**config.mk**
```make
export PLATFORM = sky130hd
export DESIGN_NAME = cpu
export DESIGN_NICKNAME = d
export VERILOG_FILES = /design/src/rtl/cpu.sv
export SDC_FILE = /design/constraint.sdc
export NUM_CORES = 1
export LEC_CHECK = 0
export BUFFER_PORTS_ARGS = -buffer_cell sky130_fd_sc_hd__buf_2
export CAP_MARGIN = 20
export CORE_MARGIN = 3
export CORE_UTILIZATION = 38
export DETAILED_ROUTE_END_ITERATION = 6
export GPL_ROUTABILITY_DRIVEN = 0
export GPL_TIMING_DRIVEN = 0
export PLACE_DENSITY_LB_ADDON = 0.25
export SYNTH_ARGS = -nofsm -noshare
export SYNTH_HDL_FRONTEND = slang
export SYNTH_SLANG_ARGS = --single-unit
```
**constraint.sdc**
```tcl
create_clock -name Clk -period 5.4 [get_ports Clk]
set_input_delay 0.54 -clock Clk [delete_from_list [all_inputs] [get_ports Clk]]
set_output_delay 0.54 -clock Clk [all_outputs]
set_load 0.02 [all_outputs]
```
**src/rtl/cpu.sv**
```systemverilog
// cpu: minimal 16-bit LC-3-subset core driving an asynchronous 16-bit SRAM with registered strobes.
// Optional PAUSE instruction (opcode 1101) is enabled by defining CPU_PAUSE_EN.
module cpu (
  input  logic        Clk,
  input  logic        Reset,
  input  logic        Run,
  input  logic        Continue,
  input  logic [15:0] Data_in,
  output logic [15:0] Data_out,
  output logic [19:0] ADDR,
  output logic        Mem_CE,
  output logic        Mem_UB,
  output logic        Mem_LB,
  output logic        Mem_OE,
  output logic        Mem_WE
);

  localparam int unsigned W = 16;

  localparam logic [3:0] S_HALTED    = 4'd0;
  localparam logic [3:0] S_FETCH1    = 4'd1;
  localparam logic [3:0] S_RD1       = 4'd2;
  localparam logic [3:0] S_RD2       = 4'd3;
  localparam logic [3:0] S_FETCH3    = 4'd4;
  localparam logic [3:0] S_DECODE    = 4'd5;
  localparam logic [3:0] S_EXEC      = 4'd6;
  localparam logic [3:0] S_MEM_RD1   = 4'd7;
  localparam logic [3:0] S_MEM_RD2   = 4'd8;
  localparam logic [3:0] S_LD_WB     = 4'd9;
  localparam logic [3:0] S_MEM_WR1   = 4'd10;
  localparam logic [3:0] S_MEM_WR2   = 4'd11;
  localparam logic [3:0] S_PAUSED    = 4'd12;
  localparam logic [3:0] S_PAUSE_REL = 4'd13;

  localparam logic [3:0] OP_BR  = 4'b0000;
  localparam logic [3:0] OP_ADD = 4'b0001;
  localparam logic [3:0] OP_AND = 4'b0101;
  localparam logic [3:0] OP_NOT = 4'b1001;
  localparam logic [3:0] OP_JMP = 4'b1100;
  localparam logic [3:0] OP_LDR = 4'b0110;
  localparam logic [3:0] OP_STR = 4'b0111;

  logic [3:0]   state, state_nxt;
  logic [W-1:0] pc, ir, mar, mdr;
  logic [W-1:0] regs [8];
  logic [2:0]   nzp;
  logic         ce_n, oe_n, we_n;
  logic         rd_nxt, wr_nxt;
  logic [3:0]   opcode;
  logic [2:0]   dr, sr1, sr2;
  logic [W-1:0] src2, alu_res, eff_addr, br_off;

  assign opcode   = ir[15:12];
  assign dr       = ir[11:9];
  assign sr1      = ir[8:6];
  assign sr2      = ir[2:0];
  assign eff_addr = regs[sr1] + {{10{ir[5]}}, ir[5:0]};
  assign br_off   = {{7{ir[8]}}, ir[8:0]};

  function automatic logic [2:0] cc_of(input logic [W-1:0] v);
    return {v[W-1], v == '0, !v[W-1] && (v != '0)};
  endfunction

  // ALU for ADD/AND/NOT
  always_comb begin
    src2    = ir[5] ? {{11{ir[4]}}, ir[4:0]} : regs[sr2];
    alu_res = '0;
    case (opcode)
      OP_ADD:  alu_res = regs[sr1] + src2;
      OP_AND:  alu_res = regs[sr1] & src2;
      OP_NOT:  alu_res = ~regs[sr1];
      default: alu_res = '0;
    endcase
  end

  always_ff @(posedge Clk or negedge Reset) begin
    if (!Reset) state <= S_HALTED;
    else        state <= state_nxt;
  end

  always_comb begin
    state_nxt = state;
    case (state)
      S_HALTED:    if (!Run) state_nxt = S_FETCH1;
      S_FETCH1:    state_nxt = S_RD1;
      S_RD1:       state_nxt = S_RD2;
      S_RD2:       state_nxt = S_FETCH3;
      S_FETCH3:    state_nxt = S_DECODE;
      S_DECODE: begin
`ifdef CPU_PAUSE_EN
        state_nxt = (opcode == 4'b1101) ? S_PAUSED : S_EXEC;
`else
        state_nxt = S_EXEC;
`endif
      end
      S_EXEC: begin
        if (opcode == OP_LDR)      state_nxt = S_MEM_RD1;
        else if (opcode == OP_STR) state_nxt = S_MEM_WR1;
        else                       state_nxt = S_FETCH1;
      end
      S_MEM_RD1:   state_nxt = S_MEM_RD2;
      S_MEM_RD2:   state_nxt = S_LD_WB;
      S_LD_WB:     state_nxt = S_FETCH1;
      S_MEM_WR1:   state_nxt = S_MEM_WR2;
      S_MEM_WR2:   state_nxt = S_FETCH1;
      S_PAUSED:    if (!Continue) state_nxt = S_PAUSE_REL;
      S_PAUSE_REL: if (Continue)  state_nxt = S_FETCH1;
      default:     state_nxt = S_HALTED;
    endcase
  end

  // Strobes are registered from the upcoming state so they align with the access states
  assign rd_nxt = (state_nxt == S_RD1) || (state_nxt == S_RD2) ||
                  (state_nxt == S_MEM_RD1) || (state_nxt == S_MEM_RD2);
  assign wr_nxt = (state_nxt == S_MEM_WR1) || (state_nxt == S_MEM_WR2);

  always_ff @(posedge Clk or negedge Reset) begin
    if (!Reset) begin
      ce_n <= 1'b1;
      oe_n <= 1'b1;
      we_n <= 1'b1;
    end else begin
      ce_n <= !(rd_nxt || wr_nxt);
      oe_n <= !rd_nxt;
      we_n <= !wr_nxt;
    end
  end

  // Architectural state updates
  always_ff @(posedge Clk or negedge Reset) begin
    if (!Reset) begin
      pc  <= '0;
      ir  <= '0;
      mar <= '0;
      mdr <= '0;
      nzp <= 3'b010;
      for (int i = 0; i < 8; i++) regs[i] <= '0;
    end else begin
      case (state)
        S_FETCH1: begin
          mar <= pc;
          pc  <= pc + W'(1);
        end
        S_RD2, S_MEM_RD2: mdr <= Data_in;
        S_FETCH3:         ir  <= mdr;
        S_EXEC: begin
          case (opcode)
            OP_ADD, OP_AND, OP_NOT: begin
              regs[dr] <= alu_res;
              nzp      <= cc_of(alu_res);
            end
            OP_BR:  if ((dr & nzp) != 3'b000) pc <= pc + br_off;
            OP_JMP: pc <= regs[sr1];
            OP_LDR: mar <= eff_addr;
            OP_STR: begin
              mar <= eff_addr;
              mdr <= regs[dr];
            end
            default: ;
          endcase
        end
        S_LD_WB: begin
          regs[dr] <= mdr;
          nzp      <= cc_of(mdr);
        end
        default: ;
      endcase
    end
  end

  assign ADDR     = {4'h0, mar};
  assign Data_out = mdr;
  assign Mem_CE   = ce_n;
  assign Mem_UB   = ce_n;
  assign Mem_LB   = ce_n;
  assign Mem_OE   = oe_n;
  assign Mem_WE   = we_n;

endmodule

```
# After elaboration in Yosys (flattened, before gate mapping)
# Index checks and enable logic that the tools add are counted.
totals:
  wordCells: 124
  reg_bits: 202
  output_inout_bits: 41
  input_bits: 20
classes:
  bitwise: 6
  eq_ne: 30
  muxes: 32
  addsub: 4
  n_reduce_logical: 31
  magnitude_cmp: 4
op_table:
  columns: ["cell", "n"]
  rows:
  - ["$bwmux 128", 2]
  - ["$pmux 128 s2", 1]
  - ["$mux 16", 11]
  - ["$bmux 16 s3", 3]
  - ["$mux 128", 1]
  - ["$pmux 16 s2", 4]
  - ["$pmux 4 s13", 1]
  - ["$add 16x16->16", 3]
  - ["$demux 16 s3", 1]
  - ["$pmux 16 s3", 1]
  - ["$eq 4x4->1 const B", 11]
  - ["$eq 4x3->1 const B", 8]
  - ["$logic_not 16->1", 2]
  - ["$reduce_bool 16->1", 2]
  - ["$mux 4", 5]
  - ["$add 16x1->16 const B", 1]
  - ["$and 16x16->16", 1]
  - ["$eq 4x2->1 const B", 4]
  - ["$not 16->16", 1]
  - ["$ge 4x4->1 const B", 3]
  - ["$not 3->4", 3]
  - ["$eq 4x1->1 const B", 2]
  - ["$logic_not 4->1", 2]
  - ["$pmux 3 s2", 1]
  - ["16 further kinds", 33]

# Logic depth before layout (Yosys ltp)
# Gate-level depths: netlist of run 1.
depth:
  depth_word: 11
  mapped_depth: 18

# Worst setup path after synthesis of run 1
# Ideal clock, no wire load.
synth_timing:
  kind: "reg2reg"
  start: "register ir[0]"
  end: "register regs[110] in the netlist's numbering"
  arrival_time_ns: 4.127
  path_stages_with_launch: 17
  setup_ns: 0.138
  n_path_buf: 2
  synth_period_minus_slack_ns: 4.265
  slack_ns: 1.135
  path_cell_list: "dfrtp_1 -> clkbuf_1 -> buf_1 -> mux4_2 -> nor2b_1 -> a211oi_1 -> nor2_1 -> ha_1 -> a21oi_1 -> a21oi_1 -> a2111o_1 -> a41oi_1 -> xnor2_1 -> a21oi_1 -> nand2_1 -> o21ai_1 -> o21ai_0"
synth_via:
  elab_chain_len: 10
synth_rtl:
  columns: ["item", "line", "source"]
  rows:
  - ["from (decl)", "44", "logic [W-1:0] pc, ir, mar, mdr;"]
  - ["from (signal assigned)", "145", "S_FETCH3: ir <= mdr;"]
  - ["$not 3->4 (implied by the code)", "66", "src2 = ir[5] ? {{11{ir[4]}}, ir[4:0]} : regs[sr2];"]
  - ["$bmux 16 s3", "66", null]
  - ["$mux 16 (implied by the code) (2 in series)", "66", null]
  - ["$mux 16 (*)", "66", null]
  - ["$add 16x16->16 or $and 16x16->16 (tied branches)", "69, 70", null]
  - ["$pmux 16 s3 (*)", "68", "case (opcode)"]
  - ["$bwmux 128 (*)", "149", "regs[dr] <= alu_res;"]
  - ["$mux 128 (*)", "147", "case (opcode)"]
  - ["$pmux 128 s2 (*)", "139", "case (state)"]
  - ["to (signal, indexed assignment)", "149", null]
  - ["to (signal, indexed assignment)", "163", "regs[dr] <= mdr;"]
  - ["to (decl)", "45", "logic [W-1:0] regs [8];"]
# Mark *: on every way between the ends. The rest lies on a longest branch, timed or not. The select of a mux whose other input is x is not followed.
# A chain may end at the register's enable or synchronous reset.

# Worst setup path in the final report of run 1
layout_timing:
  start: "register ir[1]"
  end: "register regs[47] in the netlist's numbering"
# Same word-level chain as after synthesis.

==> results of run 1 <==
## worst reg2reg max path: stages (launching register included)
cell and delay (ns):
dfrtp_1 0.41, clkbuf_2 0.31, clkbuf_1 0.65, mux4_2 0.42
mux2i_1 0.22, o21ai_0 0.18, ha_1 0.48, o21ai_0 0.17
o21ai_0 0.23, a21oi_1 0.17, o311ai_1 0.52, nand2_1 0.21
o2111ai_1 0.23, nand3_1 0.19, o21ai_1 0.50, o21ai_0 0.20
## kinds of logic (layout without fill, tap and decap cells)
logic type	after synthesis	count (layout)
simple gates	478	478
compound gates	420	420
flops	202	202
mux	169	169
buf+inv	134	242
fa+ha+maj	50	50
xor+xnor	30	30
other cells	1	4
## sequential cells by signal, indices dropped and copies added (netlist names)
signal    count
Mem_CE        1
nzp           3
ir           16
pc           16
mar          16
Data_out     16
state         4
Mem_OE        1
regs        128
Mem_WE        1
## where the power goes
group          internal, W  switching, W
clock network     0.000901      0.000698
logic              0.00222       0.00369
registers          0.00199      0.000637
total              0.00511       0.00502
## cell usage after synthesis, types with 7 or more instances
| cell | n | area share |
|---|---|---|
| a21o_1 | 11 | 0.0059 |
| or3_1 | 8 | 0.0036 |
| nand2b_1 | 14 | 0.0063 |
| ha_1 | 47 | 0.042 |
| o31ai_1 | 7 | 0.0038 |
| o221ai_1 | 7 | 0.0044 |
| mux2i_1 | 39 | 0.028 |
| dfrtp_1 | 198 | 0.36 |
| a211oi_1 | 18 | 0.0097 |
| nand2_1 | 220 | 0.059 |
| nor2b_1 | 25 | 0.011 |
| buf_4 | 10 | 0.0054 |
| and3_1 | 12 | 0.0054 |
| o22ai_1 | 10 | 0.0045 |
| o211ai_1 | 8 | 0.0043 |
| xnor2_1 | 19 | 0.012 |
| mux2_2 | 55 | 0.045 |
| inv_1 | 29 | 0.0078 |
| o21ai_0 | 198 | 0.071 |
| nor2_1 | 102 | 0.028 |
| or2_2 | 7 | 0.0031 |
| xor2_1 | 11 | 0.0069 |
| clkbuf_1 | 76 | 0.021 |
| nor4_1 | 8 | 0.0036 |
| nor3_1 | 24 | 0.0086 |
| nand3_1 | 37 | 0.013 |
| a21oi_1 | 85 | 0.031 |
| a221oi_1 | 9 | 0.0057 |
| a31oi_1 | 16 | 0.0072 |
| buf_1 | 12 | 0.0032 |
| mux4_2 | 72 | 0.12 |
## metal layers
layer,vias to the layer above,routed length (um)
li1,5649,-
met1,6351,21000
met2,798,24500
met3,207,5410
met4,2,3090
met5,-,11
## area by class of cell
| type | instances | area [um^2] |
|---|---|---|
| fillers | 3523 | 20200 |
| multi-input cells | 1151 | 8300 |
| flip-flops and latches | 202 | 5060 |
| clock buffers | 36 | 697 |
| well taps | 461 | 577 |
| plain buffers | 105 | 485 |
| repair buffers | 63 | 368 |
| inverters | 29 | 109 |
| clock inverters | 9 | 68.8 |
## cell usage in the layout, fill, tap and decap left out, types with 25 or more instances in the layout
master / n
dfrtp_1: 197
clkbuf_16: 25
ha_1: 47
mux2_2: 55
inv_1: 29
mux2i_1: 37
a21oi_1: 84
mux4_2: 72
nand2_1: 220
buf_2: 61
nor2_1: 102
clkbuf_1: 80
o21ai_0: 198
nand3_1: 37
## through the flow
step	instance area, um^2	setup TNS (ns)	util	worst slack, ns
after floorplan	13900	0	-	1.14
after global placement	14800	-25.32	0.412	-0.754
after detailed placement	14800	-24.15	0.414	-0.779
after CTS	15600	0	0.436	0.114
after global routing	15700	0	0.437	0.0448
final	15700	0	0.437	0.158
## worst min path at each step
stage / to / cells after the start / startpoint
final: state[0]$_DFF_PN0_ / 1 / Reset
after global routing: mar[0]$_DFFE_PN0P_ / 1 / Reset
after CTS: state[0]$_DFF_PN0_ / 1 / Reset
after detailed placement: mar[8]$_DFFE_PN0P_ / 2 / mar[8]$_DFFE_PN0P_
after global placement: mar[3]$_DFFE_PN0P_ / 2 / mar[3]$_DFFE_PN0P_
after floorplan: Data_out[0]$_DFFE_PN0P_ / 0 / Reset
## timing repair
| action | in CTS | in global routing |
|---|---|---|
| gates cloned | 0 | 0 |
| gates resized for setup | 11 | 12 |
| endpoints found under the setup margin | 58 | 42 |
==> results.py, run 1 <==
metrics = {
    "status": {
        "outcome": "finished, final reports clean",
    },
    "yosys": {
        "synth_edf_count": 0,
        "synth_mux_area_frac": 0.195,
        "synthAdderAreaFrac": 0.0466,
        "ys_seq_elements": 202,
        "synth_compound_area_frac": 0.180,
        "synthFlopType": "dfrtp_1",
        "synth_cell_types": 73,
        "synthArstFlopShare": 1.00,
        "yosysWarnings": 0,
        "yosysSeqAreaShare": 0.364,
        "synth_xor_area_frac": 0.0189,
        "synth_cells": 1484,
        "synth.avg_cell_area_um2": 9.37,
        "yosys.area_share.simple": 0.154,
        "syn_area_mm2": 0.0139,
        "synth_top_family_by_area": "multiplexers",
    },
    "clock_tree": {
        "clock-sinks": 202,
        "cts_setup_buffers": 0,
        "cts_root_buf": "clkbuf_16",
        "path_clk_slew_ns": 0.06,
        "cts_hold_buf": 0,
        "htree_levels": 1,
        "cts_tree": "done",
        "cts_buffer_depth": 3,
        "cts_inserted_buffers": 25,
        "worst_skew_pair.late_latency_ns": 0.56,
    },
    "timing": {
        "max_freq_ghz": 0.191,
        "holdWs_ns": 0.0391,
        "slew_viol_final": 0,
        "relSlewSlack": 0.197,
        "rsz0062_at_grt": "no",
        "fin_crit_ns": 5.24,
        "period_share": 0.971,
        "fin_worst_skew_ns": 0.0251,
        "setup_viol": 0,
        "worstMarginPinSlew_ns": 1.20,
        "hold_viol_final": 0,
    },
    "grt": {
        "grt_pass1_wl_um": 80700,
        "globalRouteMet3Util": 0.0580,
        "grt_max_degree": 104,
        "grt_overflow": 0,
        "antenna_found_initial": 1,
        "grt.busiest_layer": "met2",
        "grtUsageMet1": 0.361,
        "first_global_vias": 12600,
        "grt_usage": 0.275,
        "grt_use_met2": 0.437,
    },
    "worst_setup_path": {
        "rr_worst_depth": 15,
        "endpoint_kind": "flop",
        "cp_max_fo": 10,
        "crit_path_start": "ir[1]$_DFFE_PN0P_",
        "r2r-end": "regs[47]$_DFFE_PN0P_",
        "path_depth": 15,
        "cpPeakStageDelay_ns": 0.65,
        "r2r_slack_ns": 0.16,
        "worstPathCellList": "clkbuf_2 -> clkbuf_1 -> mux4_2 -> mux2i_1 -> o21ai_0 -> ha_1 -> o21ai_0 -> o21ai_0 -> a21oi_1 -> o311ai_1 -> nand2_1 -> o2111ai_1 -> nand3_1 -> o21ai_1 -> o21ai_0",
        "slowest_stage": "clkbuf_1",
        "crit_family": "compound AO/OA/AOI/OAI gates",
        "r2r_start": "ir[1]$_DFFE_PN0P_",
        "crit_path_frequent_cell": "o21ai_0",
        "setup.worst_path.end": "regs[47]$_DFFE_PN0P_",
        "critPathBufInv": 2,
        "cp.required_ns": 5.80,
        "worstSetupPathType": "flop to flop",
        "arrival_ns": 5.64,
        "cp-start-kind": "flop",
    },
    "final_layout": {
        "stdcell_count": 2056,
        "drive_above_1_share": 0.174,
        "layout.nets": 1647,
        "area_delta_synth_final_pct": 12.7,
        "antennaDiodeCount": 0,
    },
    "drt": {
        "dr.first_iter.drc_count": 1559,
        "drt-vias-per-instance": 6.33,
        "finalWirelength_um": 54100,
        "drc_errors": 0,
        "ant_nets": 0,
        "drtPass1Iterations": 6,
        "route.vias.total": 13000,
        "wire_per_inst_um": 26.3,
    },
    "die": {
        "core_mm2": 0.0358,
        "die_w_um": 197,
        "die_height_um": 197,
        "row_count": 69,
        "initial_core_util": 0.388,
        "io_pins": 61,
        "die-area_mm2": 0.0389,
    },
    "pwr": {
        "power_w": 0.0101,
        "power_density_mw_per_mm2": 647,
        "vdd_drop_max_v": 0.000306,
        "power_leakage_nw": 6.73,
    },
    "placed_design": {
        "io_buffers": 56,
        "dp_hpwl_um": 39100,
        "place_inst": 2008,
    },
    "job": {
        "cap_violations": 0,
    },
    "min_path": {
        "min_path_type": "input port to async pin",
    },
}
Note: power is estimated with default switching activity, not from simulation.
==> run 2: changes to the inputs <==
--- a/config.mk
+++ b/config.mk
@@ -5,6 +5,7 @@
 export SDC_FILE = /design/constraint.sdc
 export NUM_CORES = 1
 export LEC_CHECK = 0
+export ABC_AREA = 1
 export BUFFER_PORTS_ARGS = -buffer_cell sky130_fd_sc_hd__buf_2
 export CAP_MARGIN = 20
 export CORE_MARGIN = 3
==> run 2 against run 1 <==
  * Largest cell class unchanged
  * Clock power rose by 11%
  * Synthesized cell count grew 42%
  * Maximum frequency rose by 4.2%
  * The run now ends with DRC, hold timing left
  * Utilization decreased by 0.19 points
  * Register-to-register slack better by 0.21 ns
  * Final cell count rose by 33%
  * Setup slack better by 0.21 ns
  * Die area grew 4.5%
  * Via count up 27%
  * Power rose by 10%
  * Cell area rose by 4.7%
  * Critical endpoint is now regs[42]$_DFFE_PN0P_
  * Critical path type unchanged
==> results.py, run 2 <==
metrics = {
    "status": {
        "outcome": "finished with violations",
        "violations": "DRC, hold timing",
    },
    "drt": {
        "ant_nets": 0,
        "drt-vias-per-instance": 6.08,
        "drc_errors": 12,
        "drtPass1Iterations": 7,
        "route.vias.total": 16600,
        "wire_per_inst_um": 23.6,
        "dr.first_iter.drc_count": 2495,
        "finalWirelength_um": 64300,
    },
    "timing": {
        "worstMarginPinSlew_ns": 1.24,
        "max_freq_ghz": 0.199,
        "tns_ns": 0,
        "fin_crit_ns": 5.03,
        "fin_worst_skew_ns": 0.0316,
        "hold_viol_final": 3,
        "slew_viol_final": 0,
        "relSlewSlack": 0.170,
        "finalWorstSetupSlack_ns": 0.369,
        "rsz0062_at_grt": "no",
        "holdWs_ns": -0.00951,
        "period_share": 0.932,
        "setup_viol": 0,
    },
    "final_layout": {
        "nFillCells": 3967,
        "largest_reg_flops": 128,
        "regArea_mm2": 0.00506,
        "final_common_cell": "nand2_1",
        "layout.nets": 2266,
        "regMostFlops": "regs",
        "antennaDiodeCount": 0,
        "final_cell_mix": "nand2_1 (465), o21ai_0 (268), inv_1 (253), dfrtp_1 (198), nand3_1 (168)",
        "area_delta_synth_final_pct": 12.7,
        "multi_input_area_mm2": 0.00800,
        "drive_above_1_share": 0.0858,
    },
    "worst_setup_path": {
        "worstPathCellList": "clkbuf_1 -> clkbuf_1 -> buf_1 -> nand2_1 -> o21ai_0 -> o22ai_1 -> nand2_1 -> nand3_1 -> ha_1 -> nand2_1 -> nor2_1 -> nand3_1 -> nand3_1 -> nand2_1 -> nand3_1 -> nand2_1 -> o21ai_1 -> o21ai_0",
        "cp_max_fo": 10,
        "cp.required_ns": 5.80,
        "worstSetupPathType": "flop to flop",
        "arrival_ns": 5.43,
        "endpoint_kind": "flop",
        "cp-start-kind": "flop",
        "crit_path_frequent_cell": "nand2_1",
        "r2r-end": "regs[42]$_DFFE_PN0P_",
        "rr_worst_depth": 18,
        "r2r_slack_ns": 0.37,
        "cpPeakStageDelay_ns": 0.79,
        "slowest_stage": "o21ai_1",
        "r2r_start": "ir[0]$_DFFE_PN0P_",
    },
    "yosys": {
        "synth_cells": 2107,
        "syn_area_mm2": 0.0145,
        "synth_common_cells": "nand2_1 (465), o21ai_0 (268), inv_1 (253)",
        "yosysMostFrequentCell": "nand2_1",
        "synth_cell_types": 58,
        "yosysWarnings": 0,
        "yosysSeqAreaShare": 0.348,
        "synthArstFlopShare": 1.00,
        "synth_top_area_frac": 0.341,
        "synthFlopType": "dfrtp_1",
        "ys_seq_elements": 202,
        "synth.avg_cell_area_um2": 6.91,
        "synth_edf_count": 0,
        "synth.area.top_cells": "dfrtp_1 (34%), nand2_1 (12%), o21ai_0 (9.2%)",
        "synth_top_area_cell": "dfrtp_1",
    },
    "placed_design": {
        "dp_hpwl_um": 47500,
        "dp_slack_ns": 0.624,
        "io_buffers": 56,
    },
    "min_path": {
        "min_path_type": "input port to async pin",
    },
    "grt": {
        "grt_pass1_wl_um": 95100,
        "grt_overflow": 0,
        "grt_max_degree": 117,
        "first_global_vias": 15600,
        "antenna_found_initial": 3,
        "grt_usage": 0.307,
    },
    "clock_tree": {
        "cts_root_buf": "clkbuf_16",
        "htree_levels": 1,
        "worst_skew_pair.late_latency_ns": 0.57,
        "cts-resized-gates": 0,
        "cts_buffer_depth": 3,
        "clock-sinks": 202,
        "cts_setup_buffers": 0,
        "cts_hold_buf": 0,
        "path_clk_slew_ns": 0.06,
        "cts_tree": "done",
        "cts_inserted_buffers": 24,
    },
    "die": {
        "core_mm2": 0.0377,
        "die_w_um": 202,
        "initial_core_util": 0.386,
        "row_count": 71,
        "io_pins": 61,
        "die-area_mm2": 0.0407,
        "die_height_um": 202,
    },
    "pwr": {
        "seqPwrFrac": 0.218,
        "power_frac_comb": 0.623,
        "switching_share": 0.555,
        "switching_power_w": 0.00620,
        "vdd_drop_max_v": 0.000262,
        "power_density_mw_per_mm2": 682,
        "pwr-share-clk": 0.159,
        "intPower_w": 0.00497,
        "power_leakage_nw": 7.50,
    },
    "job": {
        "cap_violations": 0,
    },
}
## run 2: cell type report
| cell class | instances | area share |
|---|---|---|
| buffer | 105 | 0.0289 |
| clock buffer | 30 | 0.0411 |
| clock inverter | 14 | 0.0109 |
| inverter | 273 | 0.0625 |
| multi-input combinational | 1530 | 0.488 |
| sequential | 202 | 0.309 |
| tap | 511 | 0.0390 |
| timing repair buffer | 60 | 0.0208 |
## run 2: worst max path at each step
stage | start | endpoint | cells after the start
2_1_floorplan | ir[1]$_DFFE_PN0P_ | nzp[0]$_DFFE_PN0P_ | 19
3_3_place_gp | Reset | regs[112]$_DFFE_PN0P_ | 1
3_5_place_dp | ir[1]$_DFFE_PN0P_ | regs[116]$_DFFE_PN0P_ | 15
4_1_cts | ir[1]$_DFFE_PN0P_ | regs[116]$_DFFE_PN0P_ | 15
5_1_grt | ir[1]$_DFFE_PN0P_ | regs[116]$_DFFE_PN0P_ | 15
6_report | ir[0]$_DFFE_PN0P_ | regs[42]$_DFFE_PN0P_ | 18
## run 2: logic make-up after synthesis
logic type      after synthesis  synth area share
mux                           1          0.000688
flops                       202             0.348
other cells                   1          0.000258
compound gates              604             0.243
xor+xnor                     17            0.0102
buf+inv                     378             0.103
simple gates                854             0.251
fa+ha+maj                    50            0.0445
## run 2: critical path, delay by kind of cell (launching register included)
family	cells	cell delay (ns)
AND/OR/NAND/NOR	10	1.24
adder cells (fa/ha/maj)	1	0.50
AO/OA/AOI/OAI	4	1.19
buffers and inverters	3	1.49
flip-flops	1	0.44
## run 2: through the flow
stage	power, W	std cells	cell area (um^2)	hold slack, ns	util
floorplan	0.00672	2110	14600	0.244	-
global placement	0.00894	2677	15500	0.463	0.411
detailed placement	0.00904	2680	15500	0.467	0.412
CTS	0.0108	2724	16400	0.0227	0.435
global route	0.0118	2725	16400	0.0572	0.435
finish	0.0112	2725	16400	-0.00951	0.435
## run 2: power by group through the flow
stage | sequential [W] | combinational [W] | clock (W)
2_1_floorplan | 0.00239 | 0.00433 | 0
3_3_place_gp | 0.00242 | 0.00651 | 0
3_5_place_dp | 0.00243 | 0.00660 | 0
4_1_cts | 0.00241 | 0.00664 | 0.00180
5_1_grt | 0.00247 | 0.00748 | 0.00186
6_report | 0.00244 | 0.00696 | 0.00178
## run 2: per-layer routing
metal,part of all wire,wire (um),GRT usage,up-vias
li1,-,-,-,7333
met1,0.38,24200,0.396,7655
met2,0.41,26500,0.453,1232
met3,0.14,8740,0.0934,353
met4,0.074,4780,0.180,4
met5,0.00042,27,0,-
